File: src/rtl/serial_add_ctrl.sv
// serial_add_ctrl: bit-serial adder controller. One full-add slice is
// sequenced over WIDTH cycles, LSB first, via an IDLE/RUN/DONE FSM.
// Optional build macro SERIAL_ADD_SUB_EN adds a 'sub' port:
//   sub=1 gives a-b (two's complement), and cout=1 means no borrow.
module serial_add_ctrl #(
  parameter int unsigned WIDTH = 8
) (
  input  logic             clk,
  input  logic             rst,
  input  logic             start,
`ifdef SERIAL_ADD_SUB_EN
  input  logic             sub,
`endif
  input  logic [WIDTH-1:0] a,
  input  logic [WIDTH-1:0] b,
  output logic             busy,
  output logic             done,
  output logic [WIDTH-1:0] sum,
  output logic             cout
);

  localparam int unsigned CW = $clog2(WIDTH + 1);

  typedef enum logic [1:0] {
    IDLE = 2'd0,
    RUN  = 2'd1,
    DONE = 2'd2
  } state_t;

  state_t           state;
  state_t           state_nxt;
  logic [WIDTH-1:0] a_sh;
  logic [WIDTH-1:0] b_sh;
  logic [WIDTH-1:0] acc;
  logic             carry;
  logic [CW-1:0]    cnt;
  logic             sub_eff;
  logic             accept;
  logic             last;
  logic             sum_bit;
  logic             carry_nxt;

`ifdef SERIAL_ADD_SUB_EN
  assign sub_eff = sub;
`else
  assign sub_eff = 1'b0;
`endif

  // Full-add slice on the operand LSBs, plus the control decodes.
  always_comb begin
    sum_bit   = a_sh[0] ^ b_sh[0] ^ carry;
    carry_nxt = (a_sh[0] & b_sh[0]) | (carry & (a_sh[0] ^ b_sh[0]));
    accept    = start && (state != RUN);
    last      = (state == RUN) && (cnt == CW'(WIDTH - 1));
    busy      = (state == RUN);
    done      = (state == DONE);
  end

  // State register.
  always_ff @(posedge clk or posedge rst) begin
    if (rst) state <= IDLE;
    else     state <= state_nxt;
  end

  // Next-state logic; start is only honoured outside RUN.
  always_comb begin
    state_nxt = state;
    case (state)
      IDLE:    if (start) state_nxt = RUN;
      RUN:     if (last)  state_nxt = DONE;
      DONE:    state_nxt = start ? RUN : IDLE;
      default: state_nxt = IDLE;
    endcase
  end

  // Datapath: capture operands, shift one bit per RUN cycle, and publish the
  // result only on the final edge so partial sums never reach sum/cout.
  always_ff @(posedge clk or posedge rst) begin
    if (rst) begin
      a_sh  <= '0;
      b_sh  <= '0;
      acc   <= '0;
      carry <= 1'b0;
      cnt   <= '0;
      sum   <= '0;
      cout  <= 1'b0;
    end else if (accept) begin
      a_sh  <= a;
      b_sh  <= sub_eff ? ~b : b;
      acc   <= '0;
      carry <= sub_eff;
      cnt   <= '0;
    end else if (state == RUN) begin
      a_sh  <= a_sh >> 1;
      b_sh  <= b_sh >> 1;
      acc   <= {sum_bit, acc[WIDTH-1:1]};
      carry <= carry_nxt;
      cnt   <= cnt + CW'(1);
      if (last) begin
        sum  <= {sum_bit, acc[WIDTH-1:1]};
        cout <= carry_nxt;
      end
    end
  end

endmodule

File: config.mk
export PLATFORM = sky130hd
export DESIGN_NAME = serial_add_ctrl
export DESIGN_NICKNAME = d
export VERILOG_FILES = /design/src/rtl/serial_add_ctrl.sv
export SDC_FILE = /design/constraint.sdc
export NUM_CORES = 1
export LEC_CHECK = 0
export CAP_MARGIN = 40
export CORE_MARGIN = 3
export CORE_UTILIZATION = 46
export DETAILED_ROUTE_END_ITERATION = 8
export GPL_TIMING_DRIVEN = 1
export PLACE_DENSITY = 0.74
export SYNTH_ARGS = -nofsm -noshare
export SYNTH_HDL_FRONTEND = slang
export SYNTH_SLANG_ARGS = --single-unit
File: constraint.sdc
create_clock -name clk -period 1.4 [get_ports clk]
set_input_delay 0.14 -clock clk [delete_from_list [all_inputs] [get_ports clk]]
set_output_delay 0.14 -clock clk [all_outputs]
set_load 0.01 [all_outputs]
# Yosys cells after proc, flatten, opt, wreduce, memory -nomap -nowiden
# Cells that the tools add are included.
[op_classes] reduce_logical=6 muxes=14 add_sub_neg=1 n_eq_ne=6 n_bitwise=6
[ops] cell="2-to-1 mux 8 bit" n=6
[ops] cell="2-to-1 mux 4 bit" n=2
[ops] cell="case mux 2 bit (3 select lines)" n=1
[ops] cell="adder 4 x 1 -> 4 bit, second input constant" n=1
[ops] cell="equality test 4 x 3 -> 1 bit, second input constant" n=1
[ops] cell="2-to-1 mux 2 bit" n=2
[ops] cell="!= test 2 x 1 -> 1 bit, second input constant" n=2
[ops] cell="2-to-1 mux 1 bit" n=3
[ops] cell="AND reduction 3 bit" n=1
[ops] cell="bitwise AND 1 bit" n=2
[ops] cell="equality test 2 x 1 -> 1 bit, second input constant" n=1
[ops] cell="equality test 2 bit, second input constant" n=1
[ops] cell="logical AND 1 bit" n=2
[ops] cell="zero test 2 bit" n=1
[ops] cell="!= test 2 bit, second input constant" n=1
[ops] cell="AND reduction 2 bit" n=1
[ops] cell="nonzero test 2 bit" n=1
[ops] cell="XOR 1 bit" n=2
[ops] cell="NOT 1 bit" n=1
[ops] cell="OR 1 bit" n=1
[totals] ff_bits=40 word_cells=41 out_inout_bits=11 input_bits=19

# Logic depth before layout (Yosys ltp)
# Gate-level depths: netlist (run 1).
[depth] word_depth=5 mapped_depth=5 mapped_depth_nobuf=4

# Worst setup path after synthesis (run 1)
# OpenSTA, ideal clock, no wires.
[synth_path] path_type="register to register" startpoint="reg cnt[0]" endpoint="reg cout" stages_incl_launch_ff=5 arrival_ps=1294 setup_ps=125 setup_slack_ps=-18 path_cell_list="dfrtp_1 > ha_1 > nand2_1 > nor3_4 > mux2_2"
[synth_via] elab_chain_cells=3
[synth_lines] item="start: declaration" line_no="36" rtl="logic [CW-1:0] cnt;"
[synth_lines] item="start signal: assignment" line_no="98" rtl="cnt <= cnt + CW'(1);"
[synth_lines] item="equality test 4 x 3 -> 1 bit" line_no="54" rtl="last = (state == RUN) && (cnt == CW'(WIDTH - 1));"
[synth_lines] item="logical AND 1 bit" line_no="54"
[synth_lines] item="AND reduction 3 bit (no line)"
[synth_lines] item="end signal: assignment" line_no="101" rtl="cout <= carry_nxt;"
[synth_lines] item="end: declaration" line_no="19" rtl="output logic cout"
# No other way between the ends.
# A chain may end at the register's enable or synchronous reset.

# Worst setup path in the final report (run 1)
# Same ends and word-level chain as after synthesis.

==> impl_results.md, run 1 <==
- Status: finished clean
- Synth Cell Area: ~1700 µm²
- DR vias: approximately 1200
- Clock tree from TritonCTS: done
- Clk Latency, worst-skew pair: around 0.34 ns
- Worst Path Buf+Inv: 1
- Critical setup path kind: flop to flop
- Antenna Diode Count: 0
- Max-slew violation total from the final report: 0
- Initial core utilization: 49.0%
- Syn Nets: ~170
- Final nets: 214
- Post-synthesis sequential area ratio: roughly three fifths
- I/O pin total: 30
- Worst-Margin Slew: between 0.3 and 0.4 ns
- Hpwl dp: approximately 2300 µm
- CP Capture Type: flop
- Hold_ws: between 0.1 and 0.15 ns
- Final ANT Viol Nets: 0
- CORE AREA: between 3000 and 4000 µm²
- Overflow left after global routing: 0
- RSZ-0062 raised after global routing: true
- DR iter-0 viols: 79
- Synth cell types: 19
- Worst path arrival time: ~1.6 ns
- Port Buf Inserts: 29
- Clk sinks: 39
- Global-route wire length before repair: 5720 µm
- Residual DRC count: 0
- Tmin final: 1.38 ns
- Largest net degree at the start of global routing: 40
- Total Routing Usage GR: roughly 18%
- Final worst-path setup slack: approximately 0.016 ns
- Delay-heaviest family, CP: flip-flops
- Worst path cell trace: ha_2 -> nand2_2 -> nor3_4 -> buf_6 -> mux2_4
- Final setup TNS: 0 ns
- Final setup fails: 0
- Routed WL: 3440 µm
- Drt pass-1 iters: 5
- H-tree levels: 2
- Max-cap violations: 0
- CTS Root Cell: clkbuf_4
- CP Data Required Time: ~1.6 ns
- Commonest non-fill, non-tap cell in the layout: dfrtp_1
- Cell Rows: 21
- Final Hold Fails: 0
- Final Util: between 60% and 70%
- Total die area: roughly 4400 µm²
- YS warnings: 0
- CP max stage delay: between 0.3 and 0.4 ns
- CTS buffer count: 5
- Syn Area/Cell: between 10 and 15 µm²
- Width of the die: about 66 µm
- Die Height: 66.3 µm
- FMAX: ~720 MHz
- Vias in the first global route: around 1200
- Flops & latches, synth: 39
- Per-cell routed wire length: 14.5 µm
- Pwr Density: between 1500 and 2000 nW/µm²
- Worst vdd ir: between 0.9 and 1 mV
- CTS clk-pin slew, worst paths: around 0.1 ns
- Placed Cells incl. Taps: about 230
- Clock skew: ~0.0080 ns
- Tcrit/Tclk final: a little over nine tenths
- CP max FO: 5
- CP max-delay cell: dfrtp_1
- P&R area growth vs syn: 33.1%
- Share of cells above drive strength 1: about a fifth
- Worst min-delay path class: primary input to async pin
- Via density: ~5.2
- Post-Place Setup Slack: -0.0256 ns
- Pleak: 1.09 nW
- CTS max path bufs: 2
- CP Launch Type: flop
- Mapped Cells: 150
- Fin cells: about 240
- Most frequent cells in the layout: dfrtp_1, nand2_1, o21ai_0
- Worst relative slew slack: 74.4%
- Placer's final routability congestion estimate: slightly below 0.7
- Initial antenna violation count: 0
==> through the flow <==
| step | instance area, µm² | power, mW |
|---|---|---|
| after floorplan | 1670 | 2.80 |
| after CTS | 2250 | 4.24 |
| after global placement | 2090 | 3.42 |
| final | 2230 | 4.20 |
| after global routing | 2230 | 4.54 |
| after detailed placement | 2090 | 3.54 |
==> cells in the mapped netlist <==
| master | instances | area, µm² |
|---|---|---|
| dfrtp_1 | 39 | 976 |
| nand2_1 | 34 | 128 |
| o21ai_0 | 26 | 130 |
| mux2i_1 | 17 | 170 |
| mux2_2 | 10 | 113 |
| clkbuf_1 | 6 | 22.5 |
| nand3_1 | 4 | 20.0 |
| inv_1 | 2 | 7.51 |
| nor2_1 | 2 | 7.51 |
| and2b_2 | 1 | 8.76 |
| buf_2 | 1 | 5.00 |
| buf_4 | 1 | 7.51 |
| clkinv_1 | 1 | 3.75 |
| fa_1 | 1 | 20.0 |
| ha_1 | 1 | 12.5 |
| nand2b_4 | 1 | 13.8 |
| nand3b_1 | 1 | 7.51 |
| nor3_1 | 1 | 5.00 |
| nor3_4 | 1 | 16.3 |
==> logic make-up (layout without fill, tap and decap cells) <==
| logic type | count (synthesis) | in the layout | share of synthesized area, % |
|---|---|---|---|
| AND/OR/NAND/NOR | 45 | 45 | 12.3 |
| flip-flops | 39 | 39 | 58.3 |
| multiplexers | 27 | 27 | 16.9 |
| AO/OA/AOI/OAI | 26 | 26 | 7.77 |
| buffers and inverters | 11 | 53 | 2.77 |
| adder cells (fa/ha/maj) | 2 | 2 | 1.94 |
==> final cells by class <==
class                           instances  area [µm²]
Sequential cell                        39         976
Tap cell                               46        57.6
Multi-Input combinational cell        100         698
Inverter                                3        13.8
Fill cell                             284        1190
Clock buffer                            6        41.3
Timing Repair Buffer                   44         442
==> flip-flops by register name, indices dropped and copies added (netlist names) <==
register	count
cout	1
carry	1
cnt	4
b_sh	8
sum	8
a_sh	8
state	2
acc	7
==> repair_timing <==
item,CTS,global route
hold buffers,0,0
cloned,1,0
gates resized for setup,22,11
setup buffers,6,2
setup endpoints to repair,13,22
pin swaps,2,2
==> power by group <==
group          internal (mW)  switching, mW  leakage, nW
logic                  0.945          0.829        0.570
clock network          0.179          0.327       0.0242
registers               1.60          0.319        0.497
==> tightest hold or removal path, cell delays in order <==
cell and delay, ns:
clkdlybuf4s50_1 0.40, inv_1 0.09, buf_12 0.23
==> path summary, 6_finish.rpt <==
check / from / end / slack, ns / cells past startpoint
worst max-delay path: cnt[0] / cout / 0.02 / 5
worst min-delay path: rst / acc[2] / 0.15 / 3
worst max register to register: cnt[0] / cout / 0.02 / 5
worst min register to register: a_sh[1] / a_sh[0] / 0.49 / 2
max in group asynchronous: rst / a_sh[4] / 1.06 / 3
min in group clk: a[7] / a_sh[7] / 0.42 / 3
==> per-layer routing <==
metal  GRT usage [%]  part of all wire, %  vias to the layer above
met5               0                    0                        -
met4            7.87                  2.4                        0
met3            6.97                  4.7                        9
met2            28.9                   51                       29
met1            21.4                   42                      611
li1                -                    -                      588
(Power assumes the default switching activity.)
==> run 2: changes to the inputs <==
Settings changed: CORE_UTILIZATION 46 to 48, CTS_BUF_LIST from default to sky130_fd_sc_hd__clkbuf_8, PLACE_DENSITY 0.74 to 0.77.
==> impl_results.md, run 2 (same netlist as run 1, synthesis figures left out) <==
- Clk Latency, worst-skew pair: 0.29 ns (-0.05 ns)
- Residual DRC count: 0 (unchanged)
- Tcrit/Tclk final: 103% (+4.1 points)
- Worst Reg2Reg Path Length in Cells: 5 (unchanged)
- CTS buffer count: 5 (unchanged)
- Max-cap violations: 0 (unchanged)
- Worst-Margin Slew: 0.388 ns (+0.00420 ns)
- Final nets: 212 (-0.93%)
- Worst min-delay path class: primary input to async pin
- Die Height: 65.1 µm (-1.9%)
- Largest net degree at the start of global routing: 40 (unchanged)
- Final setup fails: 9 (+9)
- Clock skew: 0.00366 ns (-0.00439 ns)
- Critical setup path kind: flop to flop
- Max-slew violation total from the final report: 0 (unchanged)
- CTS Root Cell: clkbuf_8
- Top Registers: a_sh: 8 flops, b_sh: 8 flops, sum: 8 flops
- CP max stage delay: 0.37 ns (about the same)
- Initial core utilization: 52.7% (+3.7 points)
- Total die area: 4230 µm² (-3.8%)
- Worst path cell trace: ha_2 -> nand2_2 -> nor3_4 -> buf_12 -> mux2_2
- R2R Setup Slk: -0.04 ns (-0.06 ns)
- Worst vdd ir: 0.920 mV (-2.4%)
- Overflow left after global routing: 0 (unchanged)
- DR iter-0 viols: 44 (-44%)
- I/O pin total: 30 (unchanged)
- CP Capture Type: flop
- RSZ-0062 raised after global routing: true
- Status: complete, but fails checks
- CP Launch Type: flop
- Tmin final: 1.44 ns (+0.0571 ns)
- Hpwl dp: 2180 µm (-6.2%)
- CORE AREA: 3180 µm² (-7.0%)
- CTS max path bufs: 2 (unchanged)
- Placer's final routability congestion estimate: 0.726 (+4.9%)
- Share of cells above drive strength 1: 18.8% (-1.0 points)
- Pwr Total: 4.33 mW (+3.1%)
- Routed WL: 3110 µm (-9.6%)
- Initial antenna violation count: 0 (unchanged)
- Final ANT Viol Nets: 0 (unchanged)
- Antenna Diode Count: 0 (unchanged)
- FMAX: 694 MHz (-4.0%)
- Pwr Density: 1950 nW/µm² (+3.3%)
- Clk sinks: 39 (unchanged)
- DR vias: 1156 (-6.5%)
- Worst path arrival time: 1.62 ns (about the same)
- CP max FO: 10 (+5)
- Failing checks: setup timing
- Global-route wire length before repair: 5540 µm (-3.1%)
- P&R area growth vs syn: 32.9%
- Total Routing Usage GR: 17.4% (-0.67 points)
- Drt pass-1 iters: 4 (-1)
- Width of the die: 65.1 µm (-1.9%)
- Worst R2R Start: cnt[0]
- H-tree levels: 2 (unchanged)
- Final Util: 70.0% (+4.8 points)
- Pleak: 1.02 nW (-6.2%)
- Final setup TNS: -0.338 ns (-0.338 ns)
- Most frequent cells in the layout: dfrtp_1, nand2_1, clkdlybuf4s50_1
- Via density: 4.90 (-5.8%)
- Worst relative slew slack: 74.1% (-0.28 points)
- Vias in the first global route: 1204 (-3.4%)
- Per-cell routed wire length: 13.2 µm (-8.9%)
- Final worst-path setup slack: -0.0416 ns (-0.0571 ns)
- CP Data Required Time: 1.58 ns (-0.05 ns)
- Commonest non-fill, non-tap cell in the layout: dfrtp_1
- Clock tree from TritonCTS: done
- Hold_ws: 0.201 ns (+0.0552 ns)
- Worst reg2reg path endpoint: sum[1]
- Port Buf Inserts: 29 (unchanged)
- CP max-delay cell: dfrtp_1
- Cell Rows: 20 (-4.8%)
- Final Hold Fails: 0 (unchanged)
- CTS clk-pin slew, worst paths: 0.07 ns (-0.03 ns)
- Post-Place Setup Slack: -0.00154 ns (+0.0241 ns)
-- run 2: metal layers --
layer | up-vias | track usage (%) | part of all wire [%]
met4 | 0 | 6.48 | 1.5
met1 | 547 | 22.2 | 44
met3 | 6 | 6.07 | 4.0
met5 | - | 0 | 0
met2 | 15 | 27.2 | 50
li1 | 588 | - | -
-- run 2: timing repair --
item / CTS / global route
hold buffers: 0 / 0
endpoints found under the setup margin: 6 / 10
buffers inserted: 0 / 3
pin swaps: 1 / 0
resized for setup: 5 / 1
-- run 2: how the worst max path moves through the flow --
stage,start,end,cells past startpoint
floorplan,cnt[0],cout,4
global placement,start,acc[5],4
detailed placement,start,acc[7],4
CTS,cnt[0],sum[6],5
global route,cnt[0],sum[1],5
finish,cnt[0],sum[1],5
-- run 2: power breakdown --
group / leakage [nW] / switching, mW / internal [mW] / total [mW]
Combinational: 0.471 / 0.758 / 0.854 / 1.61
Sequential: 0.497 / 0.309 / 1.61 / 1.92
Clock: 0.0557 / 0.363 / 0.442 / 0.805
-- run 2: worst max-delay path: cells and delay by family (launching register included) --
family                     cells  cell delay [ns]
adders and majority gates      1             0.20
buffers and inverters          1             0.15
muxes                          1             0.33
DFF                            1             0.37
and+or+nand+nor                2             0.28
-- run 2: through the flow --
step | area (µm²) | cells
2_1_floorplan | 1670 | 150
3_3_place_gp | 2100 | 225
3_5_place_dp | 2100 | 225
4_1_cts | 2200 | 233
5_1_grt | 2220 | 236
6_report | 2220 | 236
-- run 2: final cells by class --
| class | count | area [µm²] |
|---|---|---|
| clock inverters | 1 | 3.75 |
| flip-flops and latches | 39 | 976 |
| fillers | 243 | 953 |
| repair buffers | 42 | 424 |
| multi-input cells | 100 | 657 |
| clock buffers | 7 | 96.3 |
| inverters | 3 | 12.5 |
| well taps | 44 | 55.1 |
==> run 3: changes to the inputs <==
--- a/config.mk
+++ b/config.mk
@@ -9,7 +9,7 @@
 export CORE_MARGIN = 3
-export CORE_UTILIZATION = 48
+export CORE_UTILIZATION = 58
 export CTS_BUF_LIST = sky130_fd_sc_hd__clkbuf_8
 export DETAILED_ROUTE_END_ITERATION = 8
-export GPL_TIMING_DRIVEN = 1
-export PLACE_DENSITY = 0.77
+export GPL_TIMING_DRIVEN = 0
+export PLACE_DENSITY = 0.87
 export SYNTH_ARGS = -nofsm -noshare
==> constraint.sdc (replaced) <==
create_clock -name clk -period 1.7 [get_ports clk]
set_input_delay 0.17 -clock clk [delete_from_list [all_inputs] [get_ports clk]]
set_output_delay 0.17 -clock clk [all_outputs]
set_load 0.02 [all_outputs]
==> impl_results.md, run 3 (same netlist as run 1, synthesis figures left out) <==
- P&R area growth vs syn: 27.6%
- CTS Root Cell: clkbuf_8
- Worst relative slew slack: 69.6% (-4.5 points)
- Worst vdd ir: 1.38 mV (+50%)
- DR iter-0 viols: 55 (+25%)
- FF+latch area: 976 µm² (unchanged)
- Antenna Diode Count: 0 (unchanged)
- Most frequent cells in the layout: dfrtp_1, nand2_1, o21ai_0, clkdlybuf4s50_1, mux2i_1
- CP Capture Type: flop
- CP max FO: 10 (unchanged)
- Port Buf Inserts: 28 (-3.4%)
- Critical setup path kind: flop to flop
- Initial antenna violation count: 0 (unchanged)
- Met1 Track Usage GR: 26.6% (+4.4 points)
- Largest net degree at the start of global routing: 19 (-53%)
- Final ANT Viol Nets: 0 (unchanged)
- Top Registers: a_sh: 8 flops, b_sh: 8 flops, sum: 8 flops
- Clock skew: 0.00534 ns (+0.00168 ns)
- CTS buffer count: 5 (unchanged)
- Clk Latency, worst-skew pair: 0.29 ns (about the same)
- Worst min-delay path class: primary input to async pin
- Initial core utilization: 64.1% (+11 points)
- Max-slew violation total from the final report: 0 (unchanged)
- Worst-Margin Slew: 0.457 ns (+0.0684 ns)
- DR vias: 1216 (+5.2%)
- Fillers: 159 (-35%)
- Worst path arrival time: 1.75 ns (+0.13 ns)
- Hold_ws: 0.144 ns (-0.0577 ns)
- Max-cap violations: 0 (unchanged)
- Routed WL: 3490 µm (+12%)
- Via density: 5.58 (+14%)
- Width of the die: 59.7 µm (-8.2%)
- Top Usage Layer GRT: met2
- Total die area: 3570 µm² (-16%)
- Die Height: 59.7 µm (-8.2%)
- Commonest non-fill, non-tap cell in the layout: dfrtp_1
- FMAX: 634 MHz (-8.6%)
- CP Data Required Time: 1.87 ns (+0.29 ns)
- Total Routing Usage GR: 22.4% (+5.0 points)
- Tmin final: 1.58 ns (+0.136 ns)
- CORE AREA: 2610 µm² (-18%)
- Worst Reg2Reg Path Length in Cells: 5 (unchanged)
- Global-route wire length before repair: 5730 µm (+3.5%)
- Clock tree from TritonCTS: done
- Final setup fails: 0 (-9)
- H-tree levels: 2 (unchanged)
- Placer's final routability congestion estimate: 0.724 (-0.26%)
- Post-Place Setup Slack: -0.259 ns (-0.258 ns)
- Met2 GRT Util: 37.8% (+11 points)
- Overflow left after global routing: 0 (unchanged)
- Residual DRC count: 0 (unchanged)
- Final Hold Fails: 0 (unchanged)
- Pleak: 0.997 nW (-2.7%)
- Status: finished clean
- Area occupied by multi-input gates: 652 µm² (-0.76%)
- Final worst-path setup slack: 0.123 ns (+0.164 ns)
- CTS max path bufs: 2 (unchanged)
- Hpwl dp: 2460 µm (+13%)
- GR Util met3: 6.91% (+0.85 points)
- RSZ-0062 raised after global routing: false
- Share of cells above drive strength 1: 13.3% (-5.5 points)
- Drt pass-1 iters: 4 (unchanged)
- Final nets: 208 (-1.9%)
- CP Launch Type: flop
- Tcrit/Tclk final: 92.8% (-10 points)
- CTS clk-pin slew, worst paths: 0.07 ns (about the same)
- Pwr Density: 1670 nW/µm² (-14%)
- Cell Rows: 18 (-10%)
- I/O pin total: 30 (unchanged)
- Vias in the first global route: 1294 (+7.5%)
- Per-cell routed wire length: 16.0 µm (+22%)
- Clk sinks: 39 (unchanged)
## run 3: path summary, 6_finish.rpt
path	start	endpoint	slack (ns)
hold reg to reg	b_sh[4]	b_sh[3]	0.49
min in group clk	start	b_sh[5]	0.30
setup reg to reg	cnt[0]	cout	0.12
max in group asynchronous	rst	a_sh[2]	0.96
hold / removal	rst	state[1]	0.14
setup / recovery	cnt[0]	cout	0.12
## run 3: critical path: stages, from the launching register on
cell and delay [ns]:
dfrtp_1 0.40, ha_1 0.22, nand2_1 0.12, nor3_4 0.22, buf_12 0.16, mux2_2 0.34
## run 3: layout make-up
class / instances / share of cell area, %
Buffer: 7 / 1.46
Clock buffer: 5 / 3.22
Clock inverter: 3 / 0.586
Inverter: 3 / 0.644
Multi-Input combinational cell: 100 / 30.5
Sequential cell: 39 / 45.7
Tap cell: 30 / 1.76
Timing Repair Buffer: 31 / 16.1
## run 3: stage by stage
step	cell area (µm²)	total power, mW	cells	setup TNS [ns]	util (%)
2_1_floorplan	1670	2.40	150	0	-
3_3_place_gp	1990	2.85	208	-3.98	76.2
3_5_place_dp	2030	2.96	210	-0.259	77.9
4_1_cts	2110	3.53	217	0	80.8
5_1_grt	2140	3.80	218	0	81.8
6_report	2140	3.56	218	0	81.8
## run 3: layer usage
layer  part of all wire, %  routed length (µm)  up-vias
li1                      -                   -      576
met1                    43                1490      595
met2                    51                1780       39
met3                   5.2                 183        6
met4                   1.1                  40        0
met5                     0                   0        -
## run 3: where the power goes
group          internal (mW)  leakage [nW]  total, mW  switching, mW
Clock                  0.276        0.0505      0.584          0.308
Combinational          0.621         0.449       1.38          0.758
Sequential              1.32         0.497       1.60          0.274
## run 3: repair_timing
action,4_1_cts,5_1_grt
hold buffers,0,0
gates resized for setup,2,2
pin swaps,0,1
setup endpoints to repair,1,11
hold endpoints to repair,0,0
setup buffers,0,1
